File: src/rtl/bitperm_ungrp_seq.sv
// Iterative bit-scatter (inverse of group/compress): one bit position per clock.
// Pass one fills mask=1 slots, pass two fills mask=0 slots, from one shared read pointer.
module bitperm_ungrp_seq #(
    parameter int WIDTH = 32,
    localparam int IDX_W = $clog2(WIDTH)
) (
    input  logic             clk,
    input  logic             rst,
    input  logic             start,
    input  logic [WIDTH-1:0] in_data,
    input  logic [WIDTH-1:0] in_mask,
    output logic             busy,
    output logic             done,
    output logic [WIDTH-1:0] result,
    output logic             zero_flag
);

    typedef enum logic [1:0] {
        IDLE      = 2'd0,
        SCAN_ONE  = 2'd1,
        SCAN_ZERO = 2'd2,
        DONE      = 2'd3
    } state_t;

    state_t           state_q, state_d;
    logic [IDX_W-1:0] idx_q, idx_d;
    logic [IDX_W-1:0] ptr_q, ptr_d;
    logic [WIDTH-1:0] data_q, data_d;
    logic [WIDTH-1:0] mask_q, mask_d;
    logic [WIDTH-1:0] shadow_q, shadow_d;
    logic [WIDTH-1:0] result_q, result_d;
    logic             zero_q, zero_d;
    logic             last;
    logic             src_bit;

    assign last    = (idx_q == IDX_W'(WIDTH - 1));
    assign src_bit = data_q[ptr_q];

    always_ff @(posedge clk or posedge rst) begin
        if (rst) begin
            state_q  <= IDLE;
            idx_q    <= '0;
            ptr_q    <= '0;
            data_q   <= '0;
            mask_q   <= '0;
            shadow_q <= '0;
            result_q <= '0;
            zero_q   <= 1'b0;
        end else begin
            state_q  <= state_d;
            idx_q    <= idx_d;
            ptr_q    <= ptr_d;
            data_q   <= data_d;
            mask_q   <= mask_d;
            shadow_q <= shadow_d;
            result_q <= result_d;
            zero_q   <= zero_d;
        end
    end

    always_comb begin
        state_d  = state_q;
        idx_d    = idx_q;
        ptr_d    = ptr_q;
        data_d   = data_q;
        mask_d   = mask_q;
        shadow_d = shadow_q;
        result_d = result_q;
        zero_d   = zero_q;
        unique case (state_q)
            IDLE: begin
                if (start) begin
                    data_d   = in_data;
                    mask_d   = in_mask;
                    shadow_d = '0;
                    idx_d    = '0;
                    ptr_d    = '0;
                    state_d  = SCAN_ONE;
                end
            end
            SCAN_ONE: begin
                if (mask_q[idx_q]) begin
                    shadow_d[idx_q] = src_bit;
                    ptr_d           = ptr_q + IDX_W'(1);
                end
                idx_d = idx_q + IDX_W'(1);
                if (last) begin
                    idx_d   = '0;
                    state_d = SCAN_ZERO;
                end
            end
            SCAN_ZERO: begin
                if (!mask_q[idx_q]) begin
                    shadow_d[idx_q] = src_bit;
                    ptr_d           = ptr_q + IDX_W'(1);
                end
                idx_d = idx_q + IDX_W'(1);
                // Final position: publish the completed shadow, including this bit.
                if (last) begin
                    idx_d    = '0;
                    result_d = shadow_d;
                    zero_d   = (shadow_d == '0);
                    state_d  = DONE;
                end
            end
            DONE: begin
                state_d = IDLE;
            end
            default: begin
                state_d = IDLE;
            end
        endcase
    end

    assign busy      = (state_q != IDLE);
    assign done      = (state_q == DONE);
    assign result    = result_q;
    assign zero_flag = zero_q;

endmodule
File: config.mk
export PLATFORM = sky130hd
export DESIGN_NAME = bitperm_ungrp_seq
export DESIGN_NICKNAME = d
export VERILOG_FILES = /design/src/rtl/bitperm_ungrp_seq.sv
export SDC_FILE = /design/constraint.sdc
export NUM_CORES = 1
export LEC_CHECK = 0
export ABC_AREA = 1
export CORE_AREA = 2 2 121 135
export DETAILED_ROUTE_END_ITERATION = 7
export DIE_AREA = 0 0 123 137
export PLACE_DENSITY = 0.77
export SKIP_LAST_GASP = 1
export SYNTH_ARGS = -nofsm -noshare
export SYNTH_HDL_FRONTEND = slang
export SYNTH_SLANG_ARGS = --single-unit
File: constraint.sdc
create_clock -name clk -period 4.9 [get_ports clk]
set_clock_uncertainty 0.15 [all_clocks]
set_input_delay 1.225 -clock clk [delete_from_list [all_inputs] [get_ports clk]]
set_output_delay 1.225 -clock clk [all_outputs]
set_load 0.1 [all_outputs]
==> flow_summary.json <==
{
  "status": "finished clean",
  "hold_slack_ns": 0.327,
  "worstSetupPathType": "reg2out",
  "yosysWarnings": 0,
  "cts_root_buf": "clkbuf_16",
  "crit_path_end_kind": "output port",
  "grt_pass1_wl_um": 30900,
  "cts_tree": "yes",
  "die_x_um": 123,
  "start_util_pct": 50.3,
  "critPathTopFamily": "buffers and inverters",
  "dieArea_um2": 16900,
  "netlist_area_um2": 7790,
  "hold_path.class": "reg2reg",
  "utilization_pct": 60.6,
  "worstPathRequired_ns": 3.52,
  "synth.avg_cell_area_um2": 7.06,
  "viasPerCell": 5.15,
  "cts_sinks": 141,
  "gp_congestion": 0.888,
  "yosysMostFrequentCell": "nand2_1",
  "drv_slew": 0,
  "fin_crit_sh_pct": 77.0,
  "diodes": 0,
  "grt_pass1_vias": 6541,
  "yosysTopAreaCell": "dfrtp_1",
  "synthesis.nets": 1182,
  "wire_per_inst_um": 13.4,
  "max_stage_delay_ns": 1.15,
  "fin_nets": 1255,
  "startpoint_type": "flip-flop",
  "synth_seq_cells": 141,
  "cap_violations": 0,
  "ir_drop_mv": 0.352,
  "met3_usage_pct": 4.67,
  "drtIter0Drc": 548,
  "cts.htree.levels": 4,
  "crit_path_max_fanout": 4,
  "rows": 48,
  "path_cells": "inv_1 > ha_1 > inv_1 > clkdlybuf4s50_1",
  "fin_setup_tns_ns": 0,
  "vias": 7156,
  "crit_slowest_cell": "clkdlybuf4s50_1",
  "ys_types": 29,
  "yosys.area.top_type_share_pct": 45.3,
  "dp_hpwl_um": 12500,
  "cts_setup_buffers": 0,
  "worst_slew_pin_slew_ns": 1.12,
  "crit_buf_inv": 3,
  "die_height_um": 137,
  "synth.area.top_cells": "dfrtp_1 (45%), nand2_1 (17%), o21ai_0 (10%)",
  "coreArea_um2": 15500,
  "synthArstFlopShare_pct": 100,
  "hold_violations": 0,
  "worst-endpoint-arrival_ns": 2.40,
  "synth_edf_count": 0,
  "ys.flop_type": "dfrtp_1",
  "grt_max_degree": 84,
  "yosys-top-cells-count": "nand2_1 (358), o21ai_0 (155), dfrtp_1 (141)",
  "drive_gt1_share_pct": 4.71,
  "drtAntennaViolNets": 0,
  "rsz0062_at_grt": "false",
  "leakagePower_uw": 0.00431,
  "clock.fmax_ghz": 0.265,
  "clock_latency_ns": 0.43,
  "dr.pass1.iters": 7,
  "ys_seq_area_share_pct": 45.3,
  "power_density_nw_per_um2": 630,
  "gr-total-overflow": 0,
  "cts_max_path_buffers": 2,
  "antenna_found_initial": 0,
  "grt_usage_pct": 23.3,
  "io_pins": 102,
  "grt.busiest_layer": "met2",
  "path_clk_slew_ns": 0.05,
  "netlist_instances": 1104,
  "relSlewSlack_pct": 24.9,
  "cpMostUsedCell": "inv_1",
  "wl_um": 18600,
  "cts_resized": 0,
  "cts_made_buffers": 17,
  "port_buffers": 101,
  "holdBufCountCts": 0,
  "grt_use_met2_pct": 37.0,
  "drc_errors": 0,
  "setup_viol": 0,
  "finalCriticalPeriod_ns": 3.77,
  "grtUsageMet1_pct": 31.4,
  "area_growth_pct": 20.5
}
[cells by family after synthesis]
family / share of synthesized area, %
AOI/OAI and AO/OA: 14.1
xor gates and xnor gates: 0.225
adders and majority gates: 1.77
buffers and inverters: 10.0
DFF: 45.3
and+or+nand+nor: 28.6
[registers in the layout (all words and copies together) (netlist names)]
signal and flops:
zero_flag 1, shadow_q 32, idx_q 5, result 32
mask_q 32, ptr_q 5, state_q 2, data_q 32
[per-layer routing]
metal | up-vias | routed length (µm) | share of wire [%]
met5 | - | 0 | 0
met4 | 0 | 366 | 2.0
met3 | 28 | 1160 | 6.2
met2 | 237 | 8560 | 46
met1 | 3244 | 8480 | 46
li1 | 3647 | - | -
[power breakdown]
| part | internal (µW) | switching (µW) | total [µW] |
|---|---|---|---|
| sequential | 1520 | 238 | 1760 |
| clock | 780 | 465 | 1250 |
| combinational | 817 | 2100 | 2910 |
| total | 3120 | 2800 | 5920 |
[placed cells by master (no fill, tap or decap), types with 3 or more instances in the layout]
cell type | synthesis | routed
o21ai_0 | 155 | 155
clkinv_2 | 0 | 6
nor2_1 | 111 | 111
clkdlybuf4s50_1 | 0 | 101
inv_2 | 7 | 8
a21oi_1 | 21 | 21
nand2_1 | 358 | 358
dfrtp_1 | 141 | 141
o21ai_1 | 22 | 22
nand2_2 | 6 | 6
o22ai_1 | 12 | 12
inv_1 | 114 | 113
clkbuf_16 | 0 | 17
clkbuf_1 | 32 | 3
ha_1 | 11 | 11
nor3_1 | 4 | 4
buf_4 | 8 | 7
clkbuf_8 | 0 | 3
nand3_1 | 71 | 71
[path summary, 6_finish.rpt]
path	depth (start not counted)	slack [ns]	startpoint	to
max	4	1.13	state_q[0]	busy
min	2	0.33	result[0]	result[0]
max reg2reg	15	1.47	idx_q[0]	shadow_q[21]
max in group asynchronous	3	2.69	rst	shadow_q[5]
min reg2reg	2	0.33	result[0]	result[0]
min in group asynchronous	2	1.07	rst	data_q[17]
[layout make-up]
cell class | count | area [µm²]
Fill cell | 1465 | 6100
Sequential cell | 141 | 3530
Multi-Input combinational cell | 783 | 3480
Timing Repair Buffer | 109 | 1080
Clock buffer | 23 | 478
Inverter | 125 | 478
Tap cell | 200 | 250
Clock inverter | 8 | 90.1
[metrics by stage]
step / cell area (µm²) / instances / setup slack (ns) / total power, µW
global placement: 8820 / 1358 / 1.45 / 4570
global route: 9390 / 1389 / 1.01 / 6410
floorplan: 7790 / 1104 / 1.76 / 4030
finish: 9390 / 1389 / 1.13 / 5920
CTS: 9390 / 1389 / 1.11 / 5920
detailed placement: 8820 / 1358 / 1.36 / 4640
[worst register-to-register path, delay by kind of cell, from the launching register on]
family                 cells  cell delay (ns)
buffers and inverters      3             0.51
AND/OR/NAND/NOR           10             1.51
flip-flops                 1             0.89
AO/OA/AOI/OAI              2             0.27
Note: power is estimated with default switching activity, not from simulation.
